$ cat config.mk
export PLATFORM = sky130hd
export DESIGN_NAME = fifo_write_arbiter
export DESIGN_NICKNAME = d
export VERILOG_FILES = /design/src/rtl/fifo_ctrl_pkg.sv /design/src/rtl/rr_priority_select.sv /design/src/rtl/fifo_write_arbiter.sv
export SDC_FILE = /design/constraint.sdc
export NUM_CORES = 1
export LEC_CHECK = 0
export BUFFER_PORTS_ARGS = -buffer_cell sky130_fd_sc_hd__buf_2
export CAP_MARGIN = 20
export CORE_MARGIN = 2
export CORE_UTILIZATION = 40
export CTS_CLUSTER_SIZE = 24
export DETAILED_ROUTE_END_ITERATION = 6
export GPL_TIMING_DRIVEN = 0
export PLACE_DENSITY = 0.8
export RECOVER_POWER = 100
export SYNTH_ARGS = -nofsm -noshare
export SYNTH_HDL_FRONTEND = slang
export SYNTH_HIERARCHICAL = 1
export SYNTH_SLANG_ARGS = --single-unit
$ cat constraint.sdc
create_clock -name clock -period 3.2 [get_ports clock]
set_input_delay 0.48 -clock clock [delete_from_list [all_inputs] [get_ports clock]]
set_output_delay 0.48 -clock clock [all_outputs]
set_load 0.03 [all_outputs]
$ cat src/rtl/fifo_ctrl_pkg.sv
// ============================================================================
// Module      : fifo_ctrl_pkg
// Description : Shared default constants and helpers for the FIFO and its
//               write-side controllers.
// Revision    : 1.0 - initial release
// ============================================================================
`default_nettype none

package fifo_ctrl_pkg;

  localparam int DEF_DATA_WIDTH = 32;
  localparam int DEF_NUM_REQ    = 4;
  localparam int DEF_FIFO_SIZE  = 8;
  localparam int DEF_SIZE_BITS  = 3;

  // Width of a requester index; never narrower than one bit.
  function automatic int idx_width(input int n);
    return (n <= 2) ? 1 : $clog2(n);
  endfunction

endpackage : fifo_ctrl_pkg

`default_nettype wire

$ cat src/rtl/rr_priority_select.sv
// ============================================================================
// Module      : rr_priority_select
// Description : Combinational round-robin selector. The search starts at
//               i_last_winner+1 (mod NUM_REQ) and returns the first active
//               request index together with a valid flag.
// Revision    : 1.0 - initial release
// ============================================================================
`default_nettype none

module rr_priority_select #(
  parameter int NUM_REQ = 4,
  parameter int IDX_W   = 2
) (
  input  logic [NUM_REQ-1:0] i_req,
  input  logic [IDX_W-1:0]   i_last_winner,
  output logic [IDX_W-1:0]   o_winner,
  output logic               o_valid
);

  logic [IDX_W-1:0] w_idx;

  // Walk the requesters starting just after the last winner; the first hit wins.
  always_comb begin
    o_winner = '0;
    o_valid  = 1'b0;
    w_idx    = '0;
    for (int k = 1; k <= NUM_REQ; k++) begin
      w_idx = IDX_W'((int'(i_last_winner) + k) % NUM_REQ);
      if (!o_valid && i_req[w_idx]) begin
        o_winner = w_idx;
        o_valid  = 1'b1;
      end
    end
  end

endmodule : rr_priority_select

`default_nettype wire

$ cat src/rtl/fifo_write_arbiter.sv
// ============================================================================
// Module      : fifo_write_arbiter
// Description : Round-robin write arbiter in front of a FIFO. Accepts one
//               requester word per cycle while the FIFO has space, and
//               tracks occupancy, full/empty and read underflow.
// Revision    : 1.0 - initial release
// ============================================================================
`default_nettype none

module fifo_write_arbiter
  import fifo_ctrl_pkg::*;
#(
  parameter int DATA_WIDTH = DEF_DATA_WIDTH,
  parameter int NUM_REQ    = DEF_NUM_REQ,
  parameter int FIFO_SIZE  = DEF_FIFO_SIZE,
  parameter int SIZE_BITS  = DEF_SIZE_BITS
) (
  input  logic                          clock,
  input  logic                          reset,
  input  logic [NUM_REQ-1:0]            req,
  input  logic [NUM_REQ*DATA_WIDTH-1:0] req_data,
  input  logic                          fifo_read_enable,
  output logic [NUM_REQ-1:0]            grant,
  output logic                          write_enable,
  output logic [DATA_WIDTH-1:0]         write_data,
  output logic [SIZE_BITS:0]            occupancy,
  output logic                          fifo_full,
  output logic                          fifo_empty,
  output logic                          underflow
);

  localparam int               IDX_W      = idx_width(NUM_REQ);
  localparam logic [SIZE_BITS:0] c_fifo_size = (SIZE_BITS+1)'(FIFO_SIZE);
  localparam logic [SIZE_BITS:0] c_occ_one   = (SIZE_BITS+1)'(1);
  localparam logic [IDX_W-1:0]   c_last_rst  = IDX_W'(NUM_REQ-1);

  logic [NUM_REQ-1:0]    r_grant;
  logic                  r_write_enable;
  logic [DATA_WIDTH-1:0] r_write_data;
  logic [SIZE_BITS:0]    r_occupancy;
  logic                  r_fifo_full;
  logic                  r_fifo_empty;
  logic                  r_underflow;
  logic [IDX_W-1:0]      r_last_winner;

  logic [DATA_WIDTH-1:0] w_req_words [NUM_REQ];
  logic [IDX_W-1:0]      w_winner;
  logic                  w_valid;
  logic                  w_space;
  logic                  w_issue;
  logic                  w_read_ok;
  logic [SIZE_BITS:0]    w_occ_next;

  for (genvar gi = 0; gi < NUM_REQ; gi++) begin : g_unpack
    assign w_req_words[gi] = req_data[gi*DATA_WIDTH +: DATA_WIDTH];
  end

  rr_priority_select #(
    .NUM_REQ (NUM_REQ),
    .IDX_W   (IDX_W)
  ) u_rr_select (
    .i_req         (req),
    .i_last_winner (r_last_winner),
    .o_winner      (w_winner),
    .o_valid       (w_valid)
  );

  // Space is judged on registered occupancy only; a same-cycle read does not free a slot.
  assign w_space   = (r_occupancy < c_fifo_size);
  assign w_issue   = w_space & w_valid;
  assign w_read_ok = fifo_read_enable & (r_occupancy != '0);

  // Next occupancy: a write and a valid read in the same cycle cancel out.
  always_comb begin
    w_occ_next = r_occupancy;
    if (w_issue && !w_read_ok) begin
      w_occ_next = r_occupancy + c_occ_one;
    end else if (!w_issue && w_read_ok) begin
      w_occ_next = r_occupancy - c_occ_one;
    end
  end

  // Write path: register the grant, strobe and accepted word; remember the winner.
  always_ff @(posedge clock or posedge reset) begin
    if (reset) begin
      r_grant        <= '0;
      r_write_enable <= 1'b0;
      r_write_data   <= '0;
      r_last_winner  <= c_last_rst;
    end else begin
      r_write_enable <= w_issue;
      if (w_issue) begin
        r_grant       <= NUM_REQ'(1) << w_winner;
        r_write_data  <= w_req_words[w_winner];
        r_last_winner <= w_winner;
      end else begin
        r_grant <= '0;
      end
    end
  end

  // Status path: occupancy and flags decoded from the next-state occupancy.
  always_ff @(posedge clock or posedge reset) begin
    if (reset) begin
      r_occupancy  <= '0;
      r_fifo_full  <= 1'b0;
      r_fifo_empty <= 1'b1;
      r_underflow  <= 1'b0;
    end else begin
      r_occupancy  <= w_occ_next;
      r_fifo_full  <= (w_occ_next == c_fifo_size);
      r_fifo_empty <= (w_occ_next == '0);
      r_underflow  <= fifo_read_enable & (r_occupancy == '0);
    end
  end

  assign grant        = r_grant;
  assign write_enable = r_write_enable;
  assign write_data   = r_write_data;
  assign occupancy    = r_occupancy;
  assign fifo_full    = r_fifo_full;
  assign fifo_empty   = r_fifo_empty;
  assign underflow    = r_underflow;

endmodule : fifo_write_arbiter

`default_nettype wire

==> impl_metrics.csv <==
group,metric,value,unit
synthesis,yosysWarnings,6,
worst_hold_path,hp-class,"input port to asynchronous set/reset pin",
power_and_ir_drop,p_per_area,991,mW/mm^2
power_and_ir_drop,internal_power,1.98,mW
detailed_routing,viasPerCell,5.12,
timing,worst_slew_pin_slew,1410,ps
power_and_ir_drop,swShare,0.470,
floorplan,io_pins,179,
clock_network,clk_latency,290,ps
cells_and_area,area_delta_synth_final,38.9,%
detailed_routing,wl,7.66,mm
placed_design,postPlaceCellArea,0.00373,sq mm
detailed_routing,drt_pass1_iterations,4,
synthesis,syn_area_per_cell,10.8,sq um
clock_network,cts_tree,"done",
timing,tns,0,ps
synthesis,syn_inst,251,
clock_network,cts.sinks,46,
grt,grt_max_degree,27,
timing,setup_viol,0,
critical_path,setup.worst_path.start_class,"register",
clock_network,ctsHoldBuffers,0,
cells_and_area,final-seq-area,0.00115,sq mm
synthesis,synth-seq-cells,46,
power_and_ir_drop,power.clock.fraction,0.141,
detailed_routing,avgRoutedWirePerCell,14.8,microns
placed_design,hpwl,6.21,mm
timing,fin_skew,5.68,ps
critical_path,worstSetupStartpoint,"r_last_winner[1]$_DFFE_PP1P_",
critical_path,r2r-start,"r_last_winner[1]$_DFFE_PP1P_",
cells_and_area,drive_gt1_frac,0.421,
clock_network,clk_pin_slew_worst_paths,90,ps
grt,overflow,0,
clock_network,ctsResizeCount,0,
clock_network,cts_buffer_depth,2,
critical_path,cp.required,3380,ps
grt,grt_use_total,0.208,
power_and_ir_drop,seq_power_share,0.282,
synthesis,syn-cell-area,0.00272,sq mm
synthesis,synth_cell_type_count,36,
timing,fin_crit_sh,0.811,
synthesis,synth-edff-count,0,
cells_and_area,utilization,0.566,
detailed_routing,drt_iter0_drc,53,
synthesis,syn_nets,388,
detailed_routing,drc,0,
job,drv_cap,0,
critical_path,path_max_fanout,10,
critical_path,end_kind,"register",
power_and_ir_drop,peakVddDrop,368,uV
clock_network,cts_buffers,5,
critical_path,worstPathArrival,2780,ps
grt,grt_pass1_wl,12.1,mm
floorplan,die-area,0.00748,sq mm
cells_and_area,final_cells,517,
outcome,status,"finished clean",
placed_design,gp_congestion,0.768,
floorplan,core,0.00668,sq mm
clock_network,cts_htree_levels,2,
grt,antenna_found_initial,0,
cells_and_area,final_common_cell,"buf_2",
cells_and_area,multi_input_area,0.00144,sq mm
grt,grt_pass1_vias,2703,
cells_and_area,nets,573,
power_and_ir_drop,comb_power_share,0.577,
placed_design,portBuffers,177,
floorplan,die_y,86.5,microns
timing,drv_slew,0,
cells_and_area,final_cell_mix,"buf_2, nand2_1, clkbuf_1",
timing,maxSlewHeadroom,0.0571,
timing,period_needed,2600,ps
timing,max_freq,0.385,GHz
synthesis,async_flop_share,1.00,
synthesis,ys_seq_area_frac,0.424,
floorplan,die_w,86.5,microns
power_and_ir_drop,p_leak,1.88,nW
detailed_routing,vias,2646,
floorplan,num_rows,30,
synthesis,synthFlopType,"dfrtp_1",
cells_and_area,fillCellCount,649,
timing,rsz0062_at_grt,"no",
power_and_ir_drop,switchingPower,1.76,mW
cells_and_area,diodes,0,
critical_path,path_class,"register to register",
timing,hold_violations,0,
placed_design,dp_cells,509,
cells_and_area,finish.instance_area,0.00378,sq mm
detailed_routing,drtAntennaViolNets,0,
floorplan,start_util,0.407,
clock_network,postCtsSetupBuffers,0,
clock_network,cts_root_buf,"clkbuf_8",
[registers in the layout (all words and copies together) (netlist names)]
name / count
write_data: 32
grant: 4
occupancy: 4
r_last_winner: 2
fifo_empty: 1
fifo_full: 1
underflow: 1
write_enable: 1
[cell type report]
class | count | share of cell area
Clock inverter | 2 | 0.0159
Clock buffer | 6 | 0.0218
Multi-Input combinational cell | 182 | 0.382
Sequential cell | 46 | 0.305
Inverter | 6 | 0.00596
Buffer | 17 | 0.0222
Timing Repair Buffer | 178 | 0.220
Tap cell | 80 | 0.0265
[worst paths after layout]
check                                              to  slack (ps)  depth (start not counted)
max in group asynchronous  write_data[14]$_DFFE_PP0P_        1130                          3
min in group clock                underflow$_DFF_PP0_         430                          3
hold reg to reg            write_data[21]$_DFFE_PP0P_         480                          2
hold / removal                 occupancy[0]$_DFF_PP0_         310                          2
setup / recovery           write_data[24]$_DFFE_PP0P_         600                          7
setup reg to reg           write_data[24]$_DFFE_PP0P_         600                          7
[per-layer routing]
| metal | track usage | wire length, microns | share of wire | up-vias |
|---|---|---|---|---|
| li1 | - | - | - | 1251 |
| met5 | 0 | 0 | 0 | - |
| met3 | 0.0448 | 499 | 0.065 | 5 |
| met4 | 0.0384 | 55 | 0.0072 | 0 |
| met2 | 0.400 | 4150 | 0.54 | 112 |
| met1 | 0.238 | 2960 | 0.39 | 1278 |
[worst max-delay path, cell delays in order, from the launching register on]
cell,delay [ps]
dfstp_1,640
a31oi_1,120
a21oi_1,120
clkbuf_1,540
clkbuf_1,530
mux4_2,390
nand2_1,80
nand2_1,60
[metrics by stage]
stage,hold WS [ps],total power [mW],setup slack (ps)
after floorplan,460,2.71,1010
after global placement,455,3.28,668
after detailed placement,458,3.35,626
after CTS,188,3.88,690
after global routing,364,4.03,379
final,312,3.75,604
[Yosys cell counts (2+ instances only)]
library cell	instances	area, sq um
a21oi_1	4	20.0
buf_2	5	25.0
nand2b_1	5	31.3
o21bai_1	2	15.0
nand2_1	104	390
mux4_2	32	721
dfstp_2	3	78.8
inv_1	5	18.8
dfrtp_1	43	1080
mux2i_1	3	30.0
buf_6	2	22.5
a31oi_1	2	12.5
nor3_1	3	15.0
buf_1	3	11.3
nor2_1	5	18.8
clkbuf_1	6	22.5
ha_1	2	25.0
a211oi_1	4	30.0
[cell families after synthesis]
logic type / after synthesis / synth area share
adders and majority gates: 2 / 0.00919
and+or+nand+nor: 126 / 0.198
AOI/OAI and AO/OA: 18 / 0.0496
DFF: 46 / 0.424
muxes: 35 / 0.276
buffers and inverters: 23 / 0.0400
xor gates and xnor gates: 1 / 0.00322
[power groups by stage]
stage | Combinational [mW] | Clock [mW] | Sequential (mW)
2_1_floorplan | 1.12 | 0 | 1.59
3_3_place_gp | 2.23 | 0 | 1.05
3_5_place_dp | 2.28 | 0 | 1.07
4_1_cts | 2.29 | 0.539 | 1.06
5_1_grt | 2.36 | 0.572 | 1.10
6_report | 2.16 | 0.528 | 1.06
Note: power is estimated with default switching activity, not from simulation.
